File: src/rtl/shift_arbiter_2_pkg.sv
// Shared widths, result-register FSM encoding and job record for shift_arbiter_2.
package shift_arb_pkg;

  localparam int unsigned NUM_REQ = 2;
  localparam int unsigned DATA_W  = 16;
  localparam int unsigned MAG_W   = 4;

  typedef enum logic {
    ST_EMPTY,
    ST_FULL
  } fsm_e;

  typedef struct packed {
    logic [DATA_W-1:0] data;
    logic [MAG_W-1:0]  mag;
  } job_t;

endpackage

File: src/rtl/shift_arbiter_2_if.sv
// Requester and result handshake bundle for shift_arbiter_2.
interface shift_arbiter_2_if;

  logic [shift_arb_pkg::NUM_REQ-1:0] Req_Valid;
  logic [shift_arb_pkg::NUM_REQ-1:0] Req_Ready;
  logic [shift_arb_pkg::DATA_W-1:0]  Req0_Data;
  logic [shift_arb_pkg::DATA_W-1:0]  Req1_Data;
  logic [shift_arb_pkg::MAG_W-1:0]   Req0_Mag;
  logic [shift_arb_pkg::MAG_W-1:0]   Req1_Mag;
  logic                              Res_Valid;
  logic                              Res_Ready;
  logic [shift_arb_pkg::DATA_W-1:0]  Res_Data;
  logic                              Res_Id;

  // Requesters and result consumer side.
  modport master (
    output Req_Valid, Req0_Data, Req1_Data, Req0_Mag, Req1_Mag, Res_Ready,
    input  Req_Ready, Res_Valid, Res_Data, Res_Id
  );

  // Arbiter side.
  modport slave (
    input  Req_Valid, Req0_Data, Req1_Data, Req0_Mag, Req1_Mag, Res_Ready,
    output Req_Ready, Res_Valid, Res_Data, Res_Id
  );

endinterface

File: src/rtl/barrel_shr_16.sv
// 16-bit logical right barrel shifter, zero fill from the MSB side.
module barrel_shr_16 (
  input  logic [15:0] din,
  input  logic [3:0]  shamt,
  output logic [15:0] dout
);

  logic [15:0] s0, s1, s2;

  always_comb begin
    s0   = shamt[0] ? {1'b0, din[15:1]} : din;
    s1   = shamt[1] ? {2'b0, s0[15:2]}  : s0;
    s2   = shamt[2] ? {4'b0, s1[15:4]}  : s1;
    dout = shamt[3] ? {8'b0, s2[15:8]}  : s2;
  end

endmodule

File: src/rtl/shift_arbiter_2_rr_arb_2.sv
// Two-way round-robin grant with its Last_Grant register; swappable for an N-way arbiter.
module rr_arb_2
  import shift_arb_pkg::*;
(
  input  logic               clk,
  input  logic               rst,
  input  logic [NUM_REQ-1:0] req_valid,
  input  logic               xfer,
  output logic [NUM_REQ-1:0] grant
);

  logic last_grant_q, last_grant_d;

  always_comb begin
    unique case (req_valid)
      2'b01:   grant = 2'b01;
      2'b10:   grant = 2'b10;
      2'b11:   grant = last_grant_q ? 2'b01 : 2'b10;
      default: grant = 2'b00;
    endcase
    last_grant_d = xfer ? grant[1] : last_grant_q;
  end

  // Resets to 1 so requester 0 wins the first contest.
  always_ff @(posedge clk) begin
    if (rst) last_grant_q <= 1'b1;
    else     last_grant_q <= last_grant_d;
  end

endmodule

File: src/rtl/shift_arbiter_2.sv
// Round-robin sequencer sharing one right barrel shifter between two requesters,
// with a one-entry result register drained over a valid/ready port.
module shift_arbiter_2
  import shift_arb_pkg::*;
#(
  parameter int unsigned CNT_W = 8
) (
  input  logic             Clk,
  input  logic             Rst,
  shift_arbiter_2_if.slave bus,
  output logic [CNT_W-1:0] Acc_Cnt0,
  output logic [CNT_W-1:0] Acc_Cnt1
);

  fsm_e              state_q, state_d;
  logic [DATA_W-1:0] res_data_q, res_data_d;
  logic              res_id_q, res_id_d;
  logic [CNT_W-1:0]  cnt0_q, cnt0_d;
  logic [CNT_W-1:0]  cnt1_q, cnt1_d;

  logic [NUM_REQ-1:0] grant;
  logic [NUM_REQ-1:0] req_ready;
  logic               res_valid;
  logic               can_accept;
  logic               xfer;
  job_t               sel_job;
  logic [DATA_W-1:0]  shifted;

  rr_arb_2 u_rr_arb (
    .clk       (Clk),
    .rst       (Rst),
    .req_valid (bus.Req_Valid),
    .xfer      (xfer),
    .grant     (grant)
  );

  barrel_shr_16 u_shifter (
    .din   (sel_job.data),
    .shamt (sel_job.mag),
    .dout  (shifted)
  );

  always_comb begin
    sel_job    = grant[1] ? job_t'{data: bus.Req1_Data, mag: bus.Req1_Mag}
                          : job_t'{data: bus.Req0_Data, mag: bus.Req0_Mag};
    res_valid  = (state_q == ST_FULL);
    can_accept = (state_q == ST_EMPTY) | (res_valid & bus.Res_Ready);
    req_ready  = (can_accept && !Rst) ? grant : '0;
    xfer       = |(bus.Req_Valid & req_ready);

    state_d    = state_q;
    res_data_d = res_data_q;
    res_id_d   = res_id_q;
    cnt0_d     = cnt0_q;
    cnt1_d     = cnt1_q;

    // A transfer while draining overwrites the register in place, no bubble.
    if (xfer) begin
      state_d    = ST_FULL;
      res_data_d = shifted;
      res_id_d   = grant[1];
      if (grant[0] && cnt0_q != '1) cnt0_d = cnt0_q + CNT_W'(1);
      if (grant[1] && cnt1_q != '1) cnt1_d = cnt1_q + CNT_W'(1);
    end else if (res_valid && bus.Res_Ready) begin
      state_d = ST_EMPTY;
    end
  end

  always_ff @(posedge Clk) begin
    if (Rst) begin
      state_q    <= ST_EMPTY;
      res_data_q <= '0;
      res_id_q   <= 1'b0;
      cnt0_q     <= '0;
      cnt1_q     <= '0;
    end else begin
      state_q    <= state_d;
      res_data_q <= res_data_d;
      res_id_q   <= res_id_d;
      cnt0_q     <= cnt0_d;
      cnt1_q     <= cnt1_d;
    end
  end

  assign bus.Req_Ready = req_ready;
  assign bus.Res_Valid = res_valid;
  assign bus.Res_Data  = res_data_q;
  assign bus.Res_Id    = res_id_q;
  assign Acc_Cnt0      = cnt0_q;
  assign Acc_Cnt1      = cnt1_q;

endmodule

File: src/flat_wrapper.sv
// flat-port wrapper written by rule: the top's interface ports become plain ports
module shift_arbiter_2_flat import shift_arb_pkg::*;
#(
  parameter int unsigned CNT_W = 8
)
  (Clk, Rst, Acc_Cnt0, Acc_Cnt1, bus_Req_Valid, bus_Req0_Data, bus_Req1_Data, bus_Req0_Mag, bus_Req1_Mag, bus_Res_Ready, bus_Req_Ready, bus_Res_Valid, bus_Res_Data, bus_Res_Id);
  shift_arbiter_2_if bus_i ();
  input  logic Clk;
  input  logic Rst;
  output logic [CNT_W-1:0] Acc_Cnt0;
  output logic [CNT_W-1:0] Acc_Cnt1;
  input wire logic [$bits(bus_i.Req_Valid)-1:0] bus_Req_Valid;
  input wire logic [$bits(bus_i.Req0_Data)-1:0] bus_Req0_Data;
  input wire logic [$bits(bus_i.Req1_Data)-1:0] bus_Req1_Data;
  input wire logic [$bits(bus_i.Req0_Mag)-1:0] bus_Req0_Mag;
  input wire logic [$bits(bus_i.Req1_Mag)-1:0] bus_Req1_Mag;
  input wire logic [$bits(bus_i.Res_Ready)-1:0] bus_Res_Ready;
  output wire logic [$bits(bus_i.Req_Ready)-1:0] bus_Req_Ready;
  output wire logic [$bits(bus_i.Res_Valid)-1:0] bus_Res_Valid;
  output wire logic [$bits(bus_i.Res_Data)-1:0] bus_Res_Data;
  output wire logic [$bits(bus_i.Res_Id)-1:0] bus_Res_Id;
  assign bus_i.Req_Valid = bus_Req_Valid;
  assign bus_i.Req0_Data = bus_Req0_Data;
  assign bus_i.Req1_Data = bus_Req1_Data;
  assign bus_i.Req0_Mag = bus_Req0_Mag;
  assign bus_i.Req1_Mag = bus_Req1_Mag;
  assign bus_i.Res_Ready = bus_Res_Ready;
  assign bus_Req_Ready = bus_i.Req_Ready;
  assign bus_Res_Valid = bus_i.Res_Valid;
  assign bus_Res_Data = bus_i.Res_Data;
  assign bus_Res_Id = bus_i.Res_Id;
  shift_arbiter_2 #(.CNT_W(CNT_W)) u_core (.Clk(Clk), .Rst(Rst), .bus(bus_i), .Acc_Cnt0(Acc_Cnt0), .Acc_Cnt1(Acc_Cnt1));
endmodule
File: config.mk
export PLATFORM = sky130hd
export DESIGN_NAME = shift_arbiter_2_flat
export DESIGN_NICKNAME = d
export VERILOG_FILES = /design/src/rtl/shift_arbiter_2_pkg.sv /design/src/rtl/shift_arbiter_2_if.sv /design/src/rtl/barrel_shr_16.sv /design/src/rtl/shift_arbiter_2_rr_arb_2.sv /design/src/rtl/shift_arbiter_2.sv /design/src/flat_wrapper.sv
export SDC_FILE = /design/constraint.sdc
export NUM_CORES = 1
export LEC_CHECK = 0
export ABC_AREA = 1
export BUFFER_PORTS_ARGS = -buffer_cell sky130_fd_sc_hd__buf_4
export CAP_MARGIN = 20
export CORE_UTILIZATION = 50
export CTS_CLUSTER_SIZE = 12
export DETAILED_ROUTE_END_ITERATION = 10
export GPL_TIMING_DRIVEN = 0
export PLACE_DENSITY = 0.84
export SLEW_MARGIN = 20
export SYNTH_ARGS = -nofsm -noshare
export SYNTH_HDL_FRONTEND = slang
export SYNTH_HIERARCHICAL = 1
export SYNTH_SLANG_ARGS = --single-unit
File: constraint.sdc
create_clock -name Clk -period 2.42 [get_ports Clk]
set_input_delay 0.484 -clock Clk [delete_from_list [all_inputs] [get_ports Clk]]
set_output_delay 0.484 -clock Clk [all_outputs]
set_load 0.02 [all_outputs]
==> reports/results.ini, run 1 <==
[status]
status=complete, no violations

[synthesis]
synth_nets=515
synthArstFlopShare_pct=0
synth_warnings=6
ys.flop_type=dfxtp_1
yosysSeqAreaShare_pct=26.33
postSynthCellCount=468
synth_seq_cells=35
synth.avg_cell_area_um2=5.687
yosysUniqueCellTypes=29
synth_edf_count=0
netlist_area_um2=2661

[flow_run]
drv_cap=0

[worst_setup_path]
max_stage_delay_ns=0.37
cp_slowest_cell=dfxtp_1
arrival_ns=1.73
rr_worst_depth=15
start_kind=register
crit_family=buffers and inverters
cp-end-kind=output port
required_ns=1.94
cp.buffers_inverters=3
critical_path_depth=6
critical_path_class=register to output port
crit_chain=nand2_1 > and2_1 > inv_2 > clkbuf_1 > nor2_1 > buf_4
cp_max_fo=10

[pwr]
powerDensity_nw_per_um2=520.5
p_leak_nw=1.936
power.share.clock_pct=29.8
pwr-share-seq_pct=35.7
p_sw_mw=0.6344
power_frac_comb_pct=34.5
max-vdd-ir-drop_mv=0.2845
intPower_mw=1.170
switching_share_pct=35.15

[floorplan]
boundaryPins=81
dieArea_um2=5618
start_util_pct=52.11
die_h_um=74.96
die_w_um=74.96
fp-row-count=26
coreArea_um2=5107

[clock_tree]
cts_hold_buf=0
insertion_delay_ns=0.29
htreeDepth=2
path_clk_slew_ns=0.08
numCtsBuffers=5
cts_sinks=35
clockBufferDepth=2
cts_root_buf=clkbuf_8
cts_tree=done

[global_route]
grt_max_degree=13
grt_remaining_overflow=0
busiest_layer=met2
track_usage_pct=26.94
use_met1_pct=29.98
grt_pass1_wl_um=11820
grt_pass1_vias=2902
antenna_found_initial=0
use_met3_pct=4.685
grt_use_met2_pct=50.85

[drt]
wl_per_cell_um=11.62
via_count=3182
dr.pass1.iters=4
postRouteAntennaNets=0
drtIter0Drc=134
vias_per_cell=5.083
drc=0
wl_um=7276

[layout]
fin_util_pct=67.88
diodes=0
layout_common_cells=nand2_1, buf_4, nor2_1
fin_nets=602
instances_no_fill=626
drive_gt1_share_pct=21.76
final_common_cell=nand2_1
area_growth_pct=30.28

[min_path]
hold_path_class=primary input to register
hold_depth=2

[timing]
worstMarginPinSlew_ns=0.5175
fin_skew_ns=0.004236
timing.fmax_mhz=452.2
period_share_pct=91.38
fin_hold_ws_ns=0.3701
finalHoldViolCount=0
rsz0062_at_grt=false
setup_viol=0
slew-limit-headroom_pct=65.50
finalCriticalPeriod_ns=2.211
drv_slew=0

[placed_design]
port_buffers=80
gp_congestion=0.8944
placedCellCount=618
dpl.hpwl_um=5598

[worst reg2reg max path, delay by kind of cell, from the launching register on]
family        cells  cell delay [ns]
simple gates     11             1.10
buf+inv           4             0.65
flops             1             0.34
[registers in the layout, summed over array words and instances, names as in the netlist]
register / count
u_core/bus.Res_Data: 16
u_core/Acc_Cnt1: 8
u_core/Acc_Cnt0: 8
u_core/bus.Res_Valid: 1
u_core/u_rr_arb/last_grant_q: 1
u_core/bus.Res_Id: 1
[worst paths after layout]
kind	startpoint	to	slack, ns
max	u_core/u_rr_arb/last_grant_q	bus_Req_Ready[1]	0.21
min	Rst	u_core/Acc_Cnt0[3]	0.37
max reg2reg	u_core/u_rr_arb/last_grant_q	u_core/bus.Res_Data[1]	0.25
min reg2reg	u_core/bus.Res_Id	u_core/bus.Res_Id	0.50
[cell usage after synthesis (all sizes together) (2+ instances only)]
library cell	count	area, um2
ha	2	25.02
nand4	5	37.53
clkbuf	7	26.28
xor2	3	26.28
nand2	203	794.5
nand3	56	295.3
buf	14	125.1
nand3b	2	15.01
nor3	3	15.01
o21bai	2	15.01
a21oi	10	72.57
inv	27	111.4
o21ai	19	95.09
nor2	78	292.8
dfxtp	35	700.7
[per-layer routing]
metal	routed length (um)	vias up
met1	3154	1434
met4	121	0
li1	-	1648
met3	332	12
met2	3666	88
met5	0	-
[stage by stage]
| stage | setup TNS [ns] | cell area (um2) | power [mW] | setup slack [ns] |
|---|---|---|---|---|
| 6_report | 0 | 3467 | 1.805 | 0.2087 |
| 5_1_grt | 0 | 3467 | 1.922 | 0.03694 |
| 4_1_cts | 0 | 3462 | 1.814 | 0.08648 |
| 3_5_place_dp | -0.9680 | 3349 | 1.272 | -0.1386 |
| 3_3_place_gp | -0.6221 | 3349 | 1.258 | -0.09815 |
| 2_1_floorplan | 0 | 2661 | 1.070 | 0.3208 |
[layout make-up]
cell class              instances  area, um2
multi-input cells             385       1698
fillers                       498       1640
flip-flops and latches         35      700.7
repair buffers                 80      600.6
plain buffers                  21      156.4
inverters                      27      111.4
well taps                      70      87.58
clock buffers                   5      68.82
clock inverters                 3      43.79
[repair_timing]
action | CTS | global route
endpoints found under the setup margin | 0 | 14
resized for setup | 0 | 6
buffers inserted | 0 | 0
[power by group through the flow]
stage,sequential [mW],combinational [mW],clock [mW]
2_1_floorplan,0.695,0.374,0
3_3_place_gp,0.656,0.602,0
3_5_place_dp,0.657,0.616,0
4_1_cts,0.644,0.618,0.552
5_1_grt,0.650,0.697,0.575
6_report,0.644,0.623,0.538
[kinds of logic after synthesis]
logic type	count (synthesis)	share of synthesized area [%]
compound gates	32	7.146
simple gates	348	54.72
fa+ha+maj	2	0.9401
xor+xnor	3	0.9875
buf+inv	48	9.873
flops	35	26.33
(Power assumes the default switching activity.)
==> run 2: changes to the inputs <==
--- a/config.mk
+++ b/config.mk
@@ -12,9 +12,9 @@
 export CTS_CLUSTER_SIZE = 12
 export DETAILED_ROUTE_END_ITERATION = 10
 export GPL_TIMING_DRIVEN = 0
-export PLACE_DENSITY = 0.84
+export PLACE_DENSITY = 0.86
+export RECOVER_POWER = 25
 export SLEW_MARGIN = 20
 export SYNTH_ARGS = -nofsm -noshare
 export SYNTH_HDL_FRONTEND = slang
-export SYNTH_HIERARCHICAL = 1
 export SYNTH_SLANG_ARGS = --single-unit
==> reports/results.ini, run 2 <==
[status]
status=complete, no violations

[drt]
postRouteAntennaNets=0  ; unchanged
wl_met3_um=451  ; +36%
wl_met1_um=2916  ; -7.5%
dr.pass1.iters=4  ; unchanged
maxUsedRoutingLayer=met4
vias_per_cell=5.265  ; +3.6%
wl_um=6475  ; -11%
wl_per_cell_um=12.26  ; +5.5%
drtIter0Drc=210  ; +57%
wl_met2_um=3033  ; -17%
drc=0  ; unchanged
via_count=2780  ; -13%

[layout]
layout_common_cells=nand2_1, nand3_1, buf_4
area_growth_pct=30.99
fin_nets=522  ; -13%
largest_reg_flops=16  ; unchanged
final_common_cell=nand2_1
diodes=0  ; unchanged
drive_gt1_share_pct=20.80  ; -0.96 points
instances_no_fill=528  ; -16%

[timing]
timing.fmax_mhz=500.4  ; +11%
setup_viol=0  ; unchanged
slew-limit-headroom_pct=65.84  ; +0.34 points
setup_ws_ns=0.4217  ; +0.2130 ns
finalHoldViolCount=0  ; unchanged
fin_skew_ns=0.006238  ; +0.002002 ns
setup_tns_ns=0  ; unchanged
drv_slew=0  ; unchanged
finalCriticalPeriod_ns=1.998  ; -0.2130 ns
period_share_pct=82.58  ; -8.8 points
rsz0062_at_grt=false
worstMarginPinSlew_ns=0.5125  ; -0.005065 ns

[clock_tree]
cts_sinks=35  ; unchanged
insertion_delay_ns=0.30  ; about the same
cts_resized=0  ; unchanged
clockBufferDepth=2  ; unchanged
path_clk_slew_ns=0.07  ; about the same
cts_hold_buf=0  ; unchanged
htreeDepth=2  ; unchanged
postCtsSetupBuffers=0  ; unchanged
cts_tree=done
cts_root_buf=clkbuf_8
numCtsBuffers=5  ; unchanged

[worst_setup_path]
required_ns=1.94  ; about the same
cp-end-kind=output port
crit_chain=clkbuf_1 > inv_2 > nand2_1 > nor2_1 > buf_4
cp_slowest_cell=clkbuf_1
start_kind=primary input
reg2reg_setup_slack_ns=0.54  ; +0.29 ns
critical_path_class=primary input to output port
max_stage_delay_ns=0.39  ; +0.02 ns
arrival_ns=1.51  ; -0.22 ns
cp_max_fo=10  ; unchanged

[synthesis]
ys.flop_type=dfxtp_1
yosysTopAreaCell=dfxtp_1
synthTopCellsByArea=dfxtp_1, nand2_1, nand3_1
synth_nets=436  ; -15%
netlist_area_um2=2310  ; -13%
synthArstFlopShare_pct=0  ; unchanged
synth_top_area_share_pct=30.34  ; +2.7 points
synth_most_common_cell=nand2_1
synth_commonest_cells=nand2_1, nand3_1, inv_1
synth_edf_count=0  ; unchanged
synth_seq_cells=35  ; unchanged
yosysSeqAreaShare_pct=30.34  ; +4.0 points
yosysUniqueCellTypes=26  ; -10%
synth_warnings=0  ; -6
postSynthCellCount=389  ; -17%
synth.avg_cell_area_um2=5.938  ; +4.4%

[pwr]
max-vdd-ir-drop_mv=0.4130  ; +45%
p_leak_nw=1.496  ; -23%
powerDensity_nw_per_um2=544.7  ; +4.7%
finalPower_mw=1.648  ; -8.7%

[placed_design]
dpl.hpwl_um=5036  ; -10%
gp_congestion=0.9401  ; +5.1%
port_buffers=79  ; -1.3%
placedCellCount=520  ; -16%
place_ws_ns=0.3030  ; +0.4416 ns

[global_route]
grt_remaining_overflow=0  ; unchanged
grt_pass1_vias=2551  ; -12%
grt_pass1_wl_um=10780  ; -8.8%
track_usage_pct=27.21  ; +0.27 points
antenna_found_initial=0  ; unchanged
grt_max_degree=12  ; -1

[floorplan]
dieArea_um2=4895  ; -13%
die_w_um=69.97  ; -6.7%
fp-row-count=24  ; -7.7%
die_h_um=69.97  ; -6.7%
coreArea_um2=4384  ; -14%
boundaryPins=81  ; unchanged
start_util_pct=52.68  ; +0.58 points

[min_path]
hold_path_class=primary input to register

[flow_run]
drv_cap=0  ; unchanged

## run 2: cell count changes after synthesis, moves of 6 or more
| cell | delta |
|---|---|
| nand2_1 | -83 |
| nor2_1 | -54 |
| nand3_1 | +26 |
| inv_1 | +24 |
| a21oi_1 | +14 |
| buf_6 | -6 |
| o21ai_0 | +6 |
## run 2: worst max-delay path, delay by kind of cell
kind	cells	cell delay, ns
simple gates	2	0.30
buf+inv	3	0.73
## run 2: layout make-up
class | count | area (um2)
Sequential cell | 35 | 700.7
Clock buffer | 6 | 82.58
Inverter | 52 | 195.2
Tap cell | 52 | 65.06
Timing Repair Buffer | 79 | 540.5
Multi-Input combinational cell | 288 | 1338
Fill cell | 408 | 1359
Clock inverter | 2 | 35.03
Buffer | 14 | 68.82
## run 2: final timing paths
check	end	depth (start not counted)	startpoint
setup / recovery	bus_Req_Ready[0]	5	Rst
hold / removal	u_core.bus.Res_Valid	4	bus_Res_Ready
setup reg to reg	u_core.bus.Res_Data[1]	9	u_core.u_rr_arb.last_grant_q
hold reg to reg	u_core.bus.Res_Data[13]	2	u_core.bus.Res_Data[13]
## run 2: routing by layer
metal  vias to the layer above  track usage, %
li1                       1426               -
met3                         9           6.926
met2                        96           47.12
met1                      1249           33.15
met4                         0           7.778
met5                         -               0
## run 2: kinds of logic (layout without fill, tap and decap cells)
family,after synthesis,in the layout,share of synthesized area (%)
and+or+nand+nor,231,231,43.45
buffers and inverters,66,153,11.75
AOI/OAI and AO/OA,54,54,13.00
DFF,35,35,30.34
adders and majority gates,2,2,1.083
xor gates and xnor gates,1,1,0.3793
## run 2: metrics by stage
step / hold WS, ns / cell area, um2 / utilization, %
after global placement: 0.4557 / 2968 / 67.69
final: 0.4606 / 3025 / 69.01
after CTS: 0.3947 / 3085 / 70.38
after global routing: 0.4998 / 3025 / 69.01
after floorplan: 0.5405 / 2310 / -
after detailed placement: 0.4562 / 2968 / 67.69
## run 2: power breakdown
| part | leakage, nW | switching, mW | internal [mW] |
|---|---|---|---|
| logic | 1.15 | 0.296 | 0.178 |
| registers | 0.285 | 0.0205 | 0.604 |
| clock network | 0.0612 | 0.216 | 0.333 |
| total | 1.50 | 0.533 | 1.12 |
==> run 3: changes to the inputs <==
--- a/config.mk
+++ b/config.mk
@@ -8,11 +8,11 @@
 export ABC_AREA = 1
 export BUFFER_PORTS_ARGS = -buffer_cell sky130_fd_sc_hd__buf_4
 export CAP_MARGIN = 20
-export CORE_UTILIZATION = 50
+export CORE_UTILIZATION = 45
 export CTS_CLUSTER_SIZE = 12
 export DETAILED_ROUTE_END_ITERATION = 10
 export GPL_TIMING_DRIVEN = 0
-export PLACE_DENSITY = 0.86
+export PLACE_DENSITY = 0.82
 export RECOVER_POWER = 25
 export SLEW_MARGIN = 20
 export SYNTH_ARGS = -nofsm -noshare
==> constraint.sdc (replaced) <==
create_clock -name Clk -period 1.8 [get_ports Clk]
set_input_delay 0.36 -clock Clk [delete_from_list [all_inputs] [get_ports Clk]]
set_output_delay 0.36 -clock Clk [all_outputs]
set_load 0.02 [all_outputs]
==> reports/results.ini, run 3 (synthesis gave the netlist of run 2 again) <==
[status]
status=complete, no violations

[drt]
via_count=2961  ; +6.5%
drc=0  ; unchanged
dr.pass1.iters=5  ; +1
wl_per_cell_um=12.71  ; +3.6%
vias_per_cell=5.335  ; +1.3%
wl_um=7053  ; +8.9%
postRouteAntennaNets=0  ; unchanged
drtIter0Drc=291  ; +39%

[global_route]
grt_max_degree=11  ; -1
grt_pass1_vias=2458  ; -3.6%
track_usage_pct=24.34  ; -2.9 points
grt_use_met2_pct=43.12  ; -4.0 points
busiest_layer=met2
use_met3_pct=4.938  ; -2.0 points
grt_remaining_overflow=0  ; unchanged
use_met1_pct=30.54  ; -2.6 points
antenna_found_initial=0  ; unchanged
grt_pass1_wl_um=10350  ; -4.0%

[min_path]
hold_depth=2  ; -2
hold_path_class=primary input to register

[clock_tree]
path_clk_slew_ns=0.07  ; about the same
cts_sinks=35  ; unchanged
cts_tree=done
clockBufferDepth=2  ; unchanged
htreeDepth=2  ; unchanged
cts_hold_buf=0  ; unchanged
numCtsBuffers=5  ; unchanged
cts_root_buf=clkbuf_8
insertion_delay_ns=0.28  ; -0.02 ns

[pwr]
max-vdd-ir-drop_mv=0.4482  ; +8.5%
p_leak_nw=1.586  ; +6.0%
powerDensity_nw_per_um2=649.1  ; +19%

[timing]
finalCriticalPeriod_ns=1.743
setup_ws_ns=0.05705  ; -0.3646 ns
worstMarginPinSlew_ns=0.5134  ; +0.0009491 ns
fin_skew_ns=0.005328  ; -0.0009099 ns
period_share_pct=96.83
timing.fmax_mhz=573.7
rsz0062_at_grt=true
drv_slew=0  ; unchanged
setup_viol=0  ; unchanged
finalHoldViolCount=0  ; unchanged
slew-limit-headroom_pct=65.77  ; about the same

[worst_setup_path]
arrival_ns=1.92  ; +0.41 ns
cp_slowest_cell=dfxtp_4
rr_worst_depth=10  ; +1
critical_path_class=register to register
max_stage_delay_ns=0.38  ; about the same
cp-end-kind=register
cpMostUsedCell=nor2_1
reg2reg_setup_slack_ns=0.06  ; -0.48 ns
cp_max_fo=6  ; -4
start_kind=register
required_ns=1.97  ; +0.03 ns
crit_chain=nand3_2 > nand2_4 > buf_12 > nor2_4 > o21ai_2 > or2_1 > nor2_1 > nand3_1 > o21ai_1 > nor2_1

[floorplan]
coreArea_um2=4817  ; +9.9%
fp-row-count=25  ; +4.2%
dieArea_um2=5423  ; +11%
die_h_um=73.64  ; +5.3%
die_w_um=73.64  ; +5.3%
start_util_pct=47.95  ; -4.7 points
boundaryPins=81  ; unchanged

[placed_design]
dpl.hpwl_um=5002  ; -0.68%
place_ws_ns=-0.1486  ; -0.4516 ns
gp_congestion=0.9209  ; -2.0%
port_buffers=79  ; unchanged

[layout]
drive_gt1_share_pct=26.64  ; +5.8 points
diodes=0  ; unchanged
largest_reg_flops=16  ; unchanged
layout_common_cells=nand2_1, buf_4, nand3_1
nFillCells=442  ; +8.3%
fin_util_pct=68.03  ; -0.98 points
final_common_cell=nand2_1
area_growth_pct=41.87
fin_nets=534  ; +2.3%

[flow_run]
drv_cap=0  ; unchanged

run 3: changes by cell type in the layout (fill, tap and decap cells not counted), moves of 3 or more:
cell	delta
nand2_1	-5
nand3_1	-7
nand2_2	+3
o21ai_2	-3
o21ai_0	-6
buf_6	+6
o21ai_1	+6
buf_2	-5
o21ai_4	+3
dfxtp_1	-3
nand3_2	+7
buf_4	+9
run 3: metal layers:
metal | part of all wire [%] | up-vias | wire [um]
li1 | - | 1453 | -
met1 | 43 | 1353 | 3035
met2 | 49 | 136 | 3442
met3 | 6.7 | 19 | 470
met4 | 1.5 | 0 | 105
met5 | 0 | - | 0
run 3: layout make-up:
type	instances	area, um2	area share (%)
buffer	14	107.6	3.284
multi-input combinational	289	1449	44.22
clock buffer	7	76.32	2.329
tap	67	83.83	2.558
inverter	52	195.2	5.956
timing repair buffer	90	653.1	19.93
sequential	35	706.9	21.57
clock inverter	1	5.005	0.1527
run 3: metrics by stage:
| stage | cells | power [mW] | TNS [ns] | hold WS [ns] | instance area (um2) |
|---|---|---|---|---|---|
| 2_1_floorplan | 389 | 1.276 | 0 | 0.5381 | 2312 |
| 3_3_place_gp | 535 | 1.490 | -0.8831 | 0.4554 | 2989 |
| 3_5_place_dp | 535 | 1.501 | -1.264 | 0.4599 | 2989 |
| 4_1_cts | 543 | 2.029 | 0 | 0.2819 | 3077 |
| 5_1_grt | 555 | 2.237 | -0.08605 | 0.2978 | 3277 |
| 6_report | 555 | 2.127 | 0 | 0.2831 | 3277 |
run 3: what timing repair did:
item	in CTS	in global routing
buffers inserted	0	8
setup endpoints to repair	2	16
gates resized for setup	2	48
cloned	0	4
pin swaps	0	5
run 3: path summary, 6_finish.rpt:
kind	start	endpoint
setup reg to reg	u_core.u_rr_arb.last_grant_q	u_core.Acc_Cnt1[7]
hold / removal	Rst	u_core.bus.Res_Data[9]
setup / recovery	u_core.u_rr_arb.last_grant_q	u_core.Acc_Cnt1[7]
hold reg to reg	u_core.bus.Res_Data[11]	u_core.bus.Res_Data[11]
run 3: critical path: cells and delay by family, from the launching register on:
kind            cells  cell delay [ns]
compound gates      2             0.25
buf+inv             1             0.14
flops               1             0.38
simple gates        7             0.87
run 3: where the power goes:
group	internal, mW	leakage (nW)	switching (mW)
clock	0.271	0.0422	0.264
combinational	0.306	1.26	0.439
sequential	0.814	0.286	0.0323
total	1.39	1.59	0.736
